## config.mk

```make
export PLATFORM = sky130hd
export DESIGN_NAME = reg_bank_debounced
export DESIGN_NICKNAME = d
export VERILOG_FILES = /design/src/rtl/reg_bank_pkg.sv /design/src/rtl/btn_debounce.sv /design/src/rtl/reg_bank_debounced.sv
export SDC_FILE = /design/constraint.sdc
export NUM_CORES = 1
export LEC_CHECK = 0
export BUFFER_PORTS_ARGS = -buffer_cell sky130_fd_sc_hd__buf_4
export CAP_MARGIN = 30
export CORE_MARGIN = 4
export CORE_UTILIZATION = 51
export DETAILED_ROUTE_END_ITERATION = 8
export GPL_ROUTABILITY_DRIVEN = 0
export PLACE_DENSITY_LB_ADDON = 0.12
export SYNTH_ARGS = -nofsm -noshare
export SYNTH_HDL_FRONTEND = slang
export SYNTH_SLANG_ARGS = --single-unit
```

## constraint.sdc

```tcl
create_clock -name clk -period 1.55 [get_ports clk]
set_clock_uncertainty 0.2 [all_clocks]
set_input_delay 0.2325 -clock clk [delete_from_list [all_inputs] [get_ports clk]]
set_output_delay 0.2325 -clock clk [all_outputs]
set_load 0.02 [all_outputs]
```

## src/rtl/reg_bank_pkg.sv

```systemverilog
// Shared types for the debounced register bank: debounce FSM states and address-width helper.
package reg_bank_pkg;

    typedef enum logic [1:0] {
        IDLE         = 2'd0,
        PRESS_WAIT   = 2'd1,
        HELD         = 2'd2,
        RELEASE_WAIT = 2'd3
    } db_state_e;

    function automatic int addr_w(input int depth);
        return (depth > 2) ? $clog2(depth) : 1;
    endfunction

endpackage

```

## src/rtl/btn_debounce.sv

```systemverilog
// Button synchroniser + debounce FSM; emits one wr_pulse per debounced press.
// Pulse appears DEBOUNCE_CYCLES+2 cycles after btn_wr rises; no backpressure, release must also be stable.
module btn_debounce
    import reg_bank_pkg::*;
#(
    parameter int DEBOUNCE_CYCLES = 16
) (
    input  logic clk,
    input  logic rst_n,
    input  logic btn_wr,
    output logic wr_pulse,
    output logic busy
);

    localparam int CW = $clog2(DEBOUNCE_CYCLES);
    localparam logic [CW-1:0] CNT_LAST = CW'(DEBOUNCE_CYCLES - 1);

    logic          sync1_q;
    logic          btn_s_q;
    db_state_e     state_q, state_d;
    logic [CW-1:0] cnt_q, cnt_d;

    always_comb begin
        state_d  = state_q;
        cnt_d    = cnt_q;
        wr_pulse = 1'b0;
        case (state_q)
            IDLE: begin
                if (btn_s_q) begin
                    state_d = PRESS_WAIT;
                    cnt_d   = '0;
                end
            end
            PRESS_WAIT: begin
                if (!btn_s_q) begin
                    state_d = IDLE;
                end else if (cnt_q == CNT_LAST) begin
                    state_d  = HELD;
                    wr_pulse = 1'b1;
                end else begin
                    cnt_d = cnt_q + CW'(1);
                end
            end
            HELD: begin
                if (!btn_s_q) begin
                    state_d = RELEASE_WAIT;
                    cnt_d   = '0;
                end
            end
            RELEASE_WAIT: begin
                if (btn_s_q) begin
                    state_d = HELD;
                end else if (cnt_q == CNT_LAST) begin
                    state_d = IDLE;
                end else begin
                    cnt_d = cnt_q + CW'(1);
                end
            end
            default: state_d = IDLE;
        endcase
    end

    always_ff @(posedge clk or negedge rst_n) begin
        if (!rst_n) begin
            sync1_q <= 1'b0;
            btn_s_q <= 1'b0;
            state_q <= IDLE;
            cnt_q   <= '0;
        end else begin
            sync1_q <= btn_wr;
            btn_s_q <= sync1_q;
            state_q <= state_d;
            cnt_q   <= cnt_d;
        end
    end

    assign busy = (state_q != IDLE);

endmodule

```

## src/rtl/reg_bank_debounced.sv

```systemverilog
// Demux-written register bank strobed by a debounced button, with registered read, valid flags and write counter.
// Read latency 1 cycle (read-before-write); write lands DEBOUNCE_CYCLES+3 edges after press; no backpressure.
module reg_bank_debounced
    import reg_bank_pkg::*;
#(
    parameter int WIDTH           = 8,
    parameter int DEPTH           = 4,
    parameter int DEBOUNCE_CYCLES = 16,
    parameter int CNT_W           = 8,
    localparam int ADDR_W         = addr_w(DEPTH)
) (
    input  logic              clk,
    input  logic              rst_n,
    input  logic              btn_wr,
    input  logic              clr,
    input  logic [ADDR_W-1:0] wr_addr,
    input  logic [WIDTH-1:0]  wr_data,
    input  logic [ADDR_W-1:0] rd_addr,
    output logic [WIDTH-1:0]  rd_data,
    output logic              rd_valid,
    output logic [DEPTH-1:0]  valid_map,
    output logic [CNT_W-1:0]  wr_count,
    output logic              busy
);

    logic             wr_pulse;
    logic [WIDTH-1:0] mem_q [DEPTH];
    logic [WIDTH-1:0] mem_d [DEPTH];
    logic [DEPTH-1:0] valid_q, valid_d;
    logic [CNT_W-1:0] count_q, count_d;
    logic [WIDTH-1:0] rd_data_q, rd_data_d;
    logic             rd_valid_q, rd_valid_d;

    btn_debounce #(
        .DEBOUNCE_CYCLES(DEBOUNCE_CYCLES)
    ) u_debounce (
        .clk      (clk),
        .rst_n    (rst_n),
        .btn_wr   (btn_wr),
        .wr_pulse (wr_pulse),
        .busy     (busy)
    );

    always_comb begin
        mem_d      = mem_q;
        valid_d    = valid_q;
        count_d    = count_q;
        rd_data_d  = '0;
        rd_valid_d = 1'b0;
        // clr wins over a coincident write; that write is simply lost
        if (clr) begin
            for (int i = 0; i < DEPTH; i++) mem_d[i] = '0;
            valid_d = '0;
        end else if (wr_pulse && (int'(wr_addr) < DEPTH)) begin
            mem_d[wr_addr]   = wr_data;
            valid_d[wr_addr] = 1'b1;
            count_d          = count_q + CNT_W'(1);
        end
        if (int'(rd_addr) < DEPTH) begin
            rd_data_d  = mem_q[rd_addr];
            rd_valid_d = valid_q[rd_addr];
        end
    end

    always_ff @(posedge clk or negedge rst_n) begin
        if (!rst_n) begin
            for (int i = 0; i < DEPTH; i++) mem_q[i] <= '0;
            valid_q    <= '0;
            count_q    <= '0;
            rd_data_q  <= '0;
            rd_valid_q <= 1'b0;
        end else begin
            mem_q      <= mem_d;
            valid_q    <= valid_d;
            count_q    <= count_d;
            rd_data_q  <= rd_data_d;
            rd_valid_q <= rd_valid_d;
        end
    end

    assign rd_data   = rd_data_q;
    assign rd_valid  = rd_valid_q;
    assign valid_map = valid_q;
    assign wr_count  = count_q;

endmodule

```

# After elaboration in Yosys (flattened, before gate mapping)
# Index checks and enable logic that the tools add are counted.
# word_totals
reg_bits,61
latch_bits,0
ram_bits,0
mem_bits_ro,0
in_bits,16
out_inout_bits,22
elab_cells,72
mem_count,0
# classes
addsub,2
mul,0
n_div,0
n_lt_le_gt_ge,6
eq_ne,10
shift,0
muxes,30
bitwise,4
reduce_logical,8
# ops
op,count
32-bit 2-to-1 mux,2
32-bit bitwise mux,1
4-bit 2-to-1 mux,7
8-bit 2-to-1 mux,3
8-bit binary-select mux with 2-bit select,1
8-bit demux with 2-bit select,1
4-bit one-hot mux with 4 select lines,1
2-bit 2-to-1 mux,6
"8-bit by 1-bit adder with 8-bit output, second input constant",1
2-bit one-hot mux with 4 select lines,1
4-bit AND reduction,2
"3-bit >= comparator, second input constant",2
"2-bit by 3-bit less-than comparator with 1-bit output, second input constant",2
2-bit inverter with 3-bit output,2
1-bit 2-to-1 mux,5
"4-bit by 1-bit adder with 4-bit output, second input constant",1
"2-bit equality test, second input constant",2
"4-bit equality test, second input constant",1
"2-bit by 1-bit inequality test with 1-bit output, second input constant",2
"2-bit inequality test, second input constant",2
4-bit bitwise OR,1
2-bit nonzero test,2
"3-bit by 1-bit less-than comparator with 1-bit output, second input constant",1
"3-bit by 1-bit inequality test with 1-bit output, second input constant",1
9 further kinds,10

# Logic depth before layout (Yosys ltp)
# Gate-level depths: netlist (run 1).
# depth
word_depth,8
depth_mapped,6
depth_no_buf,4

# Modules after synthesis
# Synthesis (run 1) repeated with hierarchy kept, for this count alone.
# unflattened
hier_cells,210
area_unflattened_um2,2621.3
# modules_own_cells
module,n_inst,cells_each,area_each_um2,seq_area_each_um2
reg_bank_debounced,1,175,2229.6,1326.3
btn_debounce,1,35,391.6,200.2

# Worst setup path before layout (run 1)
# OpenSTA, ideal clock, no wires.
# synth_path
path_type,register -> register
startpoint,register u_debounce.cnt_q[0]
endpoint,"register count_q[1], in the netlist wr_count[1]"
setup_time_ns,0.125
arrival_time_ns,1.384
required_time_ns,1.225
path_slack_ns,-0.159
stages_incl_launch_ff,6
n_path_buf,1
synth_period_minus_slack_ns,1.709
path_cell_list,dfrtp_1 -> ha_1 -> nand4_1 -> buf_2 -> or2_1 -> mux2_4
# synth_between
elab_chain_len,5
# synth_lines
item,line_no,rtl
"start, declared",btn_debounce.sv:21,"logic [CW-1:0] cnt_q, cnt_d;"
"start signal, assigned",btn_debounce.sv:73,cnt_q <= cnt_d;
4-bit equality test,btn_debounce.sv:37,end else if (cnt_q == CNT_LAST) begin
1-bit 2-to-1 mux,btn_debounce.sv:37,
1-bit 2-to-1 mux,btn_debounce.sv:35,if (!btn_s_q) begin
1-bit 2-to-1 mux,btn_debounce.sv:27,case (state_q)
2-bit AND reduction (no line),--,
"end signal, assigned",reg_bank_debounced.sv:75,count_q <= count_d;
"end, declared",reg_bank_debounced.sv:30,"logic [CNT_W-1:0] count_q, count_d;"
# No other way between the ends.
# A chain may end at the register's enable or synchronous reset.

# Worst setup path after layout (run 1)
# Same ends and word-level chain as after synthesis.

==> impl_metrics.tcl, run 1 <==
set metrics [dict create \
    report.final.hold_viol_count 0 \
    routed_wire_length_per_instance_um 20.75 \
    period_needed_ns 1.721 \
    die_width_um 81.72 \
    max_slew_headroom_at_the_worst_pin 0.7069 \
    crit_arrival_ns 1.75 \
    grt_pass1_vias 2411 \
    final.hold.worst_slack_ns 0.08322 \
    commonest_cells_after_routing_fill_and_taps_aside "buf_4, dfrtp_1, a21oi_1, nand3_1, o21ai_2" \
    detailed_place_hpwl_mm 4.269 \
    number_of_antenna_violations_at_the_first_check_in_global_routing 0 \
    synth_seq_cells 61 \
    clock.fmax_mhz 581.2 \
    boundaryPins 38 \
    fin_setup_tns_ns -4.628 \
    finalCritPeriodShare 1.110 \
    power_per_cell_area_mw_per_mm2 857.4 \
    post_synth_inst_count 252 \
    detail_route.first_pass.iterations 5 \
    grt_start_max_net_pins 37 \
    clkLatencyLatePin_ns 0.35 \
    cts_root_buffer_type "clkbuf_8" \
    clock_sinks 61 \
    critical_path.max_stage_delay_ns 0.36 \
    timing_worst_slew_pin_value_ns 0.4397 \
    numCtsBuffers 9 \
    final_net_count 356 \
    cts_max_path_buffers 2 \
    drt_iter0_drc 245 \
    core_region_mm2 0.005172 \
    grt_use_total 0.2493 \
    hp-class "in2async" \
    power.leakage_uw 0.001874 \
    finalWirelength_mm 8.591 \
    global_route.overflow_total 0 \
    dr_total_vias 2558 \
    ys_seq_area_frac 0.5508 \
    grt_setup_unrepaired "true" \
    setup.worst_path.end_class "register" \
    critPathKind "reg2reg" \
    critical_path_cell_count 5 \
    htreeDepth 3 \
    worst_setup_hold_path_clk_slew_ns 0.07 \
    crit_required_ns 1.58 \
    setup.worst_path.start_class "register" \
    number_of_enable_type_register_cells_in_the_synthesized_netlist 0 \
    starting_density_of_the_core 0.5358 \
    global_route_wire_length_before_repair_mm 12.28 \
    final_setup_margin_ns -0.1707 \
    regToRegStartpoint "u_debounce.cnt_q[0]$_DFFE_PN0P_" \
    totalPowerFinal_uw 3579 \
    fillCellCount 282 \
    die_height_um 81.72 \
    setup_viol_count_final 44 \
    portBuffers 37 \
    drive_gt1_frac 0.4752 \
    syn2layout_area_growth_pct 50.61 \
    outcome "finished, violations left" \
    final_antenna_net_count 0 \
    failed_checks "negative setup slack" \
    path_delay_family "simple AND/OR/NAND/NOR gates" \
    synth_area_per_cell_um2 11.00 \
    post_layout_utilization_of_the_core 0.8070 \
    drc 0 \
    timing.critical_path.fanout_max 3 \
    critPathSlowestCell "dfrtp_1" \
    tritoncts "yes" \
    design.die.area_mm2 0.006677 \
    worst-r2r-cell-count 5 \
    max_cap_violations 0 \
    most_common_cell_after_layout_fill_and_taps_aside "buf_4" \
    asyncSetResetFlopFracSynth 1.000 \
    yosys_most_used_dff "dfrtp_1" \
    report.final.slew_viol_count 0 \
    cp-startpoint "u_debounce.cnt_q[0]$_DFFE_PN0P_" \
    synth.yosys.warnings 0 \
    synthDistinctLibCells 35 \
    cp_num_buf_inv 1 \
    placementRows 26 \
    vias_per_cell 6.179 \
    timing.critical_path.cells "ha_2, nand4_1, buf_4, or2_4, mux2_4" \
    synth.net_count 270 \
    ir_drop_mv 0.7671 \
    combined_area_of_all_synthesized_cells_mm2 0.002771 \
]
## worst reg2reg max path, delay by kind of cell, from the launching register on
family        cells  cell delay [ns]
fa+ha+maj         1             0.22
buf+inv           1             0.17
flops             1             0.36
mux               1             0.29
simple gates      2             0.37
## cells in the mapped netlist (all sizes together) (2+ instances only)
master | number | area [µm²]
xnor2 | 5 | 43.79
nand2 | 8 | 30.03
dfrtp | 61 | 1526
or2 | 2 | 12.52
nor4bb | 2 | 20.02
nor2 | 5 | 18.77
nor4b | 2 | 38.78
o21ai | 37 | 185.2
nand4bb | 2 | 22.52
buf | 11 | 53.80
mux4 | 9 | 202.7
nand3 | 35 | 175.2
ha | 2 | 25.02
xor2 | 4 | 35.03
nand4 | 4 | 25.02
a21oi | 39 | 195.2
clkbuf | 10 | 37.54
## path summary, 6_finish.rpt
kind | endpoint | slack (ns)
hold / removal | wr_count[0]$_DFFE_PN0P_ | 0.08
hold reg to reg | u_debounce.btn_s_q$_DFF_PN0_ | 0.15
setup reg to reg | wr_count[1]$_DFFE_PN0P_ | -0.17
max in group asynchronous | mem_q[23]$_DFFE_PN0P_ | 0.59
setup / recovery | wr_count[1]$_DFFE_PN0P_ | -0.17
min in group clk | rd_data[5]$_DFF_PN0_ | 0.10
## power breakdown
group / switching, µW / internal (µW) / leakage, µW
Clock: 650 / 989 / 0.000116
Sequential: 11.1 / 1610 / 0.000842
Combinational: 176 / 147 / 0.000916
## final cells by class
type,instances,area [µm²],share of cell area
Sequential cell,61,1528,0.3660
Multi-Input combinational cell,169,1423,0.3408
Timing Repair Buffer,96,904.6,0.2167
Clock buffer,12,155.1,0.03717
Tap cell,70,87.58,0.02098
Clock inverter,4,70.07,0.01679
Inverter,1,3.754,0.0008993
Antenna cell,1,2.502,0.0005995
## through the flow
stage	area (µm²)	std cells	setup WS, ns
after global placement	3343	372	-0.1077
after global routing	4172	413	-0.2476
after floorplan	2793	252	-0.1205
after CTS	3841	404	-0.1428
final	4174	414	-0.1707
after detailed placement	3343	372	-0.1974
## logic make-up after synthesis
kind of cell	after synthesis	synth area share
buffers and inverters	22	0.03431
DFF	61	0.5508
xor gates and xnor gates	9	0.02844
AOI/OAI and AO/OA	77	0.1400
adders and majority gates	2	0.009028
muxes	10	0.07855
and+or+nand+nor	71	0.1589
## metal layers
| metal | part of all wire | vias to the layer above | track usage |
|---|---|---|---|
| met3 | 0.080 | 41 | 0.05592 |
| met1 | 0.41 | 1259 | 0.3445 |
| li1 | - | 1109 | - |
| met2 | 0.47 | 149 | 0.3779 |
| met5 | 0 | - | 0 |
| met4 | 0.041 | 0 | 0.1130 |
## sequential cells by signal, indices dropped and copies added, names as in the netlist, named ones only
name / count
mem_q: 32
rd_data: 8
wr_count: 8
u_debounce.cnt_q: 4
valid_map: 4
rd_valid: 1
u_debounce.btn_s_q: 1
u_debounce.state_q: 1
u_debounce.sync1_q: 1
## repair_timing
action | CTS | global route
resized for setup | 44 | 52
setup buffers | 4 | 5
hold buffers | 10 | 0
cloned | 2 | 5
endpoints found under the setup margin | 49 | 48
pin swaps | 12 | 18
endpoints found under the hold margin | 94 | 0
No activity file was read; power rests on OpenSTA's default activity.
==> inputs of run 2 (changes only) <==
Settings changed: PLACE_DENSITY set to 0.79, PLACE_DENSITY_LB_ADDON 0.12 to not set.
==> run 2 against run 1 <==
Effect of this change:
- the run still ends with negative setup slack left
- wire length increased by 18%
- design area is 5.4% higher
- register-to-register slack worse by 0.05 ns
- non-clock buffer count is 5 higher
- flip-flop and latch count is the same
- via count up 6.2%
- core utilization grew 4.3 points
- clock power down 9%
- largest cell class is now multi-input gates
- largest power group is now registers
- power down 2.6%
- global-route usage is 0.48 points higher
- critical path depth up 1
==> impl_metrics.tcl, run 2 (synthesis results as in run 1) <==
set metrics [dict create \
    number_of_antenna_violations_at_the_first_check_in_global_routing 0 \
    regMostFlops "mem_q" \
    clkLatencyLatePin_ns 0.36 \
    dr_total_vias 2716 \
    crit_required_ns 1.62 \
    report.final.hold_viol_count 0 \
    outcome "finished, violations left" \
    most_common_cell_after_layout_fill_and_taps_aside "buf_4" \
    routed_wire_length_per_instance_um 24.28 \
    numCtsBuffers 9 \
    setup.worst_path.start_class "register" \
    multi_input_comb_area_mm2 0.001590 \
    failed_checks "negative setup slack" \
    syn2layout_area_growth_pct 58.69 \
    clock.fmax_mhz 563.8 \
    clock_sinks 61 \
    finalWirelength_mm 10.15 \
    max_cap_violations 0 \
    die_width_um 81.72 \
    ir_drop_mv 0.7089 \
    insertedDiodeCount 0 \
    vias_per_cell 6.498 \
    final_antenna_net_count 0 \
    detail_route.first_pass.iterations 5 \
    finalCritPeriodShare 1.144 \
    setup.worst_path.end_class "register" \
    setup_viol_count_final 49 \
    fin_setup_tns_ns -5.853 \
    starting_density_of_the_core 0.5358 \
    global_route_wire_length_before_repair_mm 12.52 \
    min_delay_path_depth 2 \
    final_net_count 361 \
    detailed_place_hpwl_mm 4.443 \
    design.die.area_mm2 0.006677 \
    commonest_cells_after_routing_fill_and_taps_aside "buf_4, dfrtp_1, a21oi_2, buf_6, o21ai_2" \
    grt_setup_unrepaired "true" \
    grt_start_max_net_pins 41 \
    grt_pass1_vias 2532 \
    report.final.slew_viol_count 0 \
    period_needed_ns 1.774 \
    grt_use_total 0.2541 \
    portBuffers 37 \
    drive_gt1_frac 0.5776 \
    max_reg_flops 32 \
    timing.critical_path.fanout_max 7 \
    drc 0 \
    placementRows 26 \
    global_route.overflow_total 0 \
    tritoncts "yes" \
    timing_worst_slew_pin_value_ns 0.4862 \
    power_per_cell_area_mw_per_mm2 792.8 \
    worst-r2r-cell-count 6 \
    drt_iter0_drc 333 \
    boundaryPins 38 \
    power.leakage_uw 0.001909 \
    die_height_um 81.72 \
    hp-class "in2reg" \
    seq_area_mm2 0.001528 \
    core_region_mm2 0.005172 \
    critPathKind "reg2reg" \
    preCtsSetupSlack_ns -0.2160 \
    max_slew_headroom_at_the_worst_pin 0.6759 \
    worst_setup_hold_path_clk_slew_ns 0.08 \
    final_setup_margin_ns -0.2238 \
    fillCellCount 218 \
    crit_arrival_ns 1.85 \
    cts_max_path_buffers 2 \
    htreeDepth 3 \
    cts_root_buffer_type "clkbuf_8" \
]
[run 2: what timing repair did]
action                                 4_1_cts  5_1_grt
gates resized for setup                     46       93
setup buffers                                6        8
gates cloned                                 1        5
setup endpoints to repair                   48       49
hold buffers                                10        0
endpoints found under the hold margin       94        0
pin swaps                                   23       43
[run 2: where the power goes]
part | total [µW] | switching, µW | internal, µW
Combinational | 377 | 204 | 173
Clock | 1490 | 713 | 779
Sequential | 1620 | 12.7 | 1600
Total | 3490 | 930 | 2560
[run 2: per-layer routing]
layer / track usage / up-vias / share of wire
li1: - / 1117 / -
met1: 0.3287 / 1335 / 0.40
met2: 0.4055 / 215 / 0.47
met3: 0.04276 / 49 / 0.095
met4: 0.1445 / 0 / 0.034
met5: 0 / - / 0
[run 2: critical path, cell delays in order, from the launching register on]
cell and delay (ns):
dfrtp_1 0.37, ha_2 0.20, nand4_1 0.13, buf_6 0.18, buf_6 0.14, nor4_4 0.26
xor2_1 0.21
[run 2: layout make-up]
class	count	share of cell area
multi-input cells	169	0.3616
flip-flops and latches	61	0.3474
clock buffers	10	0.03129
clock inverters	6	0.01422
repair buffers	101	0.2248
well taps	70	0.01991
inverters	1	0.0008535
[run 2: final timing paths]
check | to | slack (ns) | start
worst max-delay path | wr_count[7]$_DFFE_PN0P_ | -0.22 | u_debounce.cnt_q[0]$_DFFE_PN0P_
worst min-delay path | rd_data[3]$_DFF_PN0_ | 0.09 | rd_addr[1]
worst max register to register | wr_count[7]$_DFFE_PN0P_ | -0.22 | u_debounce.cnt_q[0]$_DFFE_PN0P_
worst min register to register | u_debounce.btn_s_q$_DFF_PN0_ | 0.16 | u_debounce.sync1_q$_DFF_PN0_
max in group asynchronous | valid_map[2]$_DFFE_PN0P_ | 0.53 | rst_n
min in group asynchronous | mem_q[24]$_DFFE_PN0P_ | 0.11 | rst_n
[run 2: metrics by stage]
stage | std cells | hold WS, ns | util | cell area [µm²] | power, µW
6_report | 418 | 0.08802 | 0.8503 | 4398 | 3487
5_1_grt | 418 | 0.08663 | 0.8503 | 4398 | 3569
4_1_cts | 405 | 0.08957 | 0.7446 | 3851 | 3345
3_5_place_dp | 372 | -0.05511 | 0.6439 | 3331 | 1888
3_3_place_gp | 372 | -0.05604 | 0.6439 | 3331 | 1883
2_1_floorplan | 252 | -0.2631 | - | 2793 | 1735
==> inputs of run 3 (changes only) <==
Settings changed: CORE_UTILIZATION 51 to 60, PLACE_DENSITY 0.79 to 0.87.
Clock period 1.55 ns to 2.2 ns, I/O delays scaled along.
==> run 3 against run 2 <==
Effect of this change:
- the flow now finishes without violations
- combinational power shrank 65%
- die area down 14%
- register-to-register slack gained 0.50 ns
- wire length down 36%
- clock power fell by 18%
- worst setup slack better by 0.49 ns
- sequential power down 30%
- non-clock buffer count is 56 lower
- flip-flop and latch count did not move
- cell count decreased by 18%
- worst hold slack lost 0.023 ns
- largest cell class is now registers
- highest routed layer unchanged
==> impl_metrics.tcl, run 3 (synthesis results as in run 1) <==
set metrics [dict create \
    power.clock.fraction 0.488 \
    boundaryPins 38 \
    final_antenna_net_count 0 \
    detailed_place_hpwl_mm 3.949 \
    global_route.overflow_total 0 \
    power.leakage_uw 0.001488 \
    setup.worst_path.start_class "register" \
    cts_root_buffer_type "clkbuf_8" \
    hp-class "in2reg" \
    max_cap_violations 0 \
    grt_use_total 0.2408 \
    die_height_um 75.97 \
    setup.worst_path.end_class "primary output" \
    design.die.area_mm2 0.005771 \
    fin_setup_tns_ns 0 \
    cts_max_path_buffers 2 \
    finalCritPeriodShare 0.8776 \
    regMostFlops "mem_q" \
    clock.fmax_mhz 517.9 \
    period_needed_ns 1.931 \
    commonest_cells_after_routing_fill_and_taps_aside "dfrtp_1, buf_4, a21oi_1, nand3_1, o21ai_0" \
    drt_iter0_drc 331 \
    ir_drop_mv 0.4911 \
    vias_per_cell 6.503 \
    power_per_cell_area_mw_per_mm2 746.8 \
    htreeDepth 3 \
    clock_sinks 61 \
    portBuffers 37 \
    placementRows 24 \
    p_sw_frac 0.2137 \
    max_reg_flops 32 \
    dr_total_vias 2237 \
    report.final.slew_viol_count 0 \
    routed_wire_length_per_instance_um 18.88 \
    grt_pass1_vias 2303 \
    max_slew_headroom_at_the_worst_pin 0.5026 \
    setup_viol_count_final 0 \
    finalWirelength_mm 6.493 \
    crit_arrival_ns 1.40 \
    tritoncts "yes" \
    insertedDiodeCount 0 \
    final_net_count 305 \
    grt_start_max_net_pins 62 \
    numCtsBuffers 9 \
    grt_setup_unrepaired "false" \
    outcome "complete, no violations" \
    fillCellCount 277 \
    syn2layout_area_growth_pct 20.54 \
    share_seq_of_total_power 0.459 \
    preCtsSetupSlack_ns 0.3136 \
    crit_required_ns 1.67 \
    most_common_cell_after_layout_fill_and_taps_aside "dfrtp_1" \
    report.final.hold_viol_count 0 \
    cts-resized-gates 0 \
    starting_density_of_the_core 0.6278 \
    core_region_mm2 0.004414 \
    total_switching_power_uw 533.0 \
    clkLatencyLatePin_ns 0.34 \
    worst_setup_hold_path_clk_slew_ns 0.07 \
    comb_pwr_share 0.053 \
    timing.critical_path.fanout_max 14 \
    timing_worst_slew_pin_value_ns 0.7461 \
    critPathKind "reg2out" \
    detail_route.first_pass.iterations 5 \
    die_width_um 75.97 \
    number_of_antenna_violations_at_the_first_check_in_global_routing 0 \
    drc 0 \
    drive_gt1_frac 0.2500 \
    global_route_wire_length_before_repair_mm 11.08 \
    final_setup_margin_ns 0.2693 \
    cell_internal_pwr_uw 1962 \
]
-- run 3: power groups by stage --
stage | clock (µW) | combinational (µW) | sequential (µW)
after global routing | 1290 | 146 | 1150
after CTS | 1220 | 133 | 1140
after global placement | 0 | 127 | 1160
after detailed placement | 0 | 129 | 1160
final | 1220 | 133 | 1140
after floorplan | 0 | 60.8 | 1160
-- run 3: area by class of cell --
| cell class | count | area (µm²) | share of cell area |
|---|---|---|---|
| clock inverters | 4 | 95.09 | 0.02846 |
| repair buffers | 45 | 355.3 | 0.1064 |
| clock buffers | 12 | 145.1 | 0.04345 |
| multi-input cells | 169 | 1150 | 0.3442 |
| well taps | 52 | 65.06 | 0.01948 |
| flip-flops and latches | 61 | 1526 | 0.4569 |
| inverters | 1 | 3.754 | 0.001124 |
-- run 3: metrics by stage --
step	utilization	instance area [µm²]	hold WS (ns)	cells	power (µW)
2_1_floorplan	-	2771	-0.1656	252	1221
3_3_place_gp	0.6978	3080	0.1330	326	1290
3_5_place_dp	0.6978	3080	0.1590	326	1294
4_1_cts	0.7568	3341	0.06382	344	2496
5_1_grt	0.7568	3341	0.06721	344	2579
6_report	0.7568	3341	0.06469	344	2495
-- run 3: what timing repair did --
action	4_1_cts	5_1_grt
endpoints found under the hold margin	62	0
setup buffers	0	0
hold buffers	2	0
-- run 3: final timing paths --
| kind | start | endpoint | slack (ns) | cells after the start |
|---|---|---|---|---|
| worst max-delay path | register | busy | 0.27 | 2 |
| worst min-delay path | wr_data[1] | mem_q[17]$_DFFE_PN0P_ | 0.06 | 3 |
| worst max register to register | register | mem_q[22]$_DFFE_PN0P_ | 0.28 | 3 |
| worst min register to register | u_debounce.sync1_q$_DFF_PN0_ | u_debounce.btn_s_q$_DFF_PN0_ | 0.17 | 0 |
| max in group asynchronous | rst_n | mem_q[21]$_DFFE_PN0P_ | 0.91 | 2 |
| min in group asynchronous | rst_n | asynchronous set/reset pin | 0.41 | 2 |
-- run 3: worst max-delay path, cell delays in order, from the launching register on --
cell,delay [ns]
dfrtp_1,0.54
or2_2,0.36
buf_4,0.16
-- run 3: per-layer routing --
layer / up-vias / routed length (µm) / track usage / part of all wire
li1: 998 / - / - / -
met1: 1110 / 2555 / 0.3174 / 0.39
met2: 112 / 3317 / 0.3784 / 0.51
met3: 17 / 456 / 0.05687 / 0.070
met4: 0 / 163 / 0.1103 / 0.025
met5: - / 0 / 0 / 0
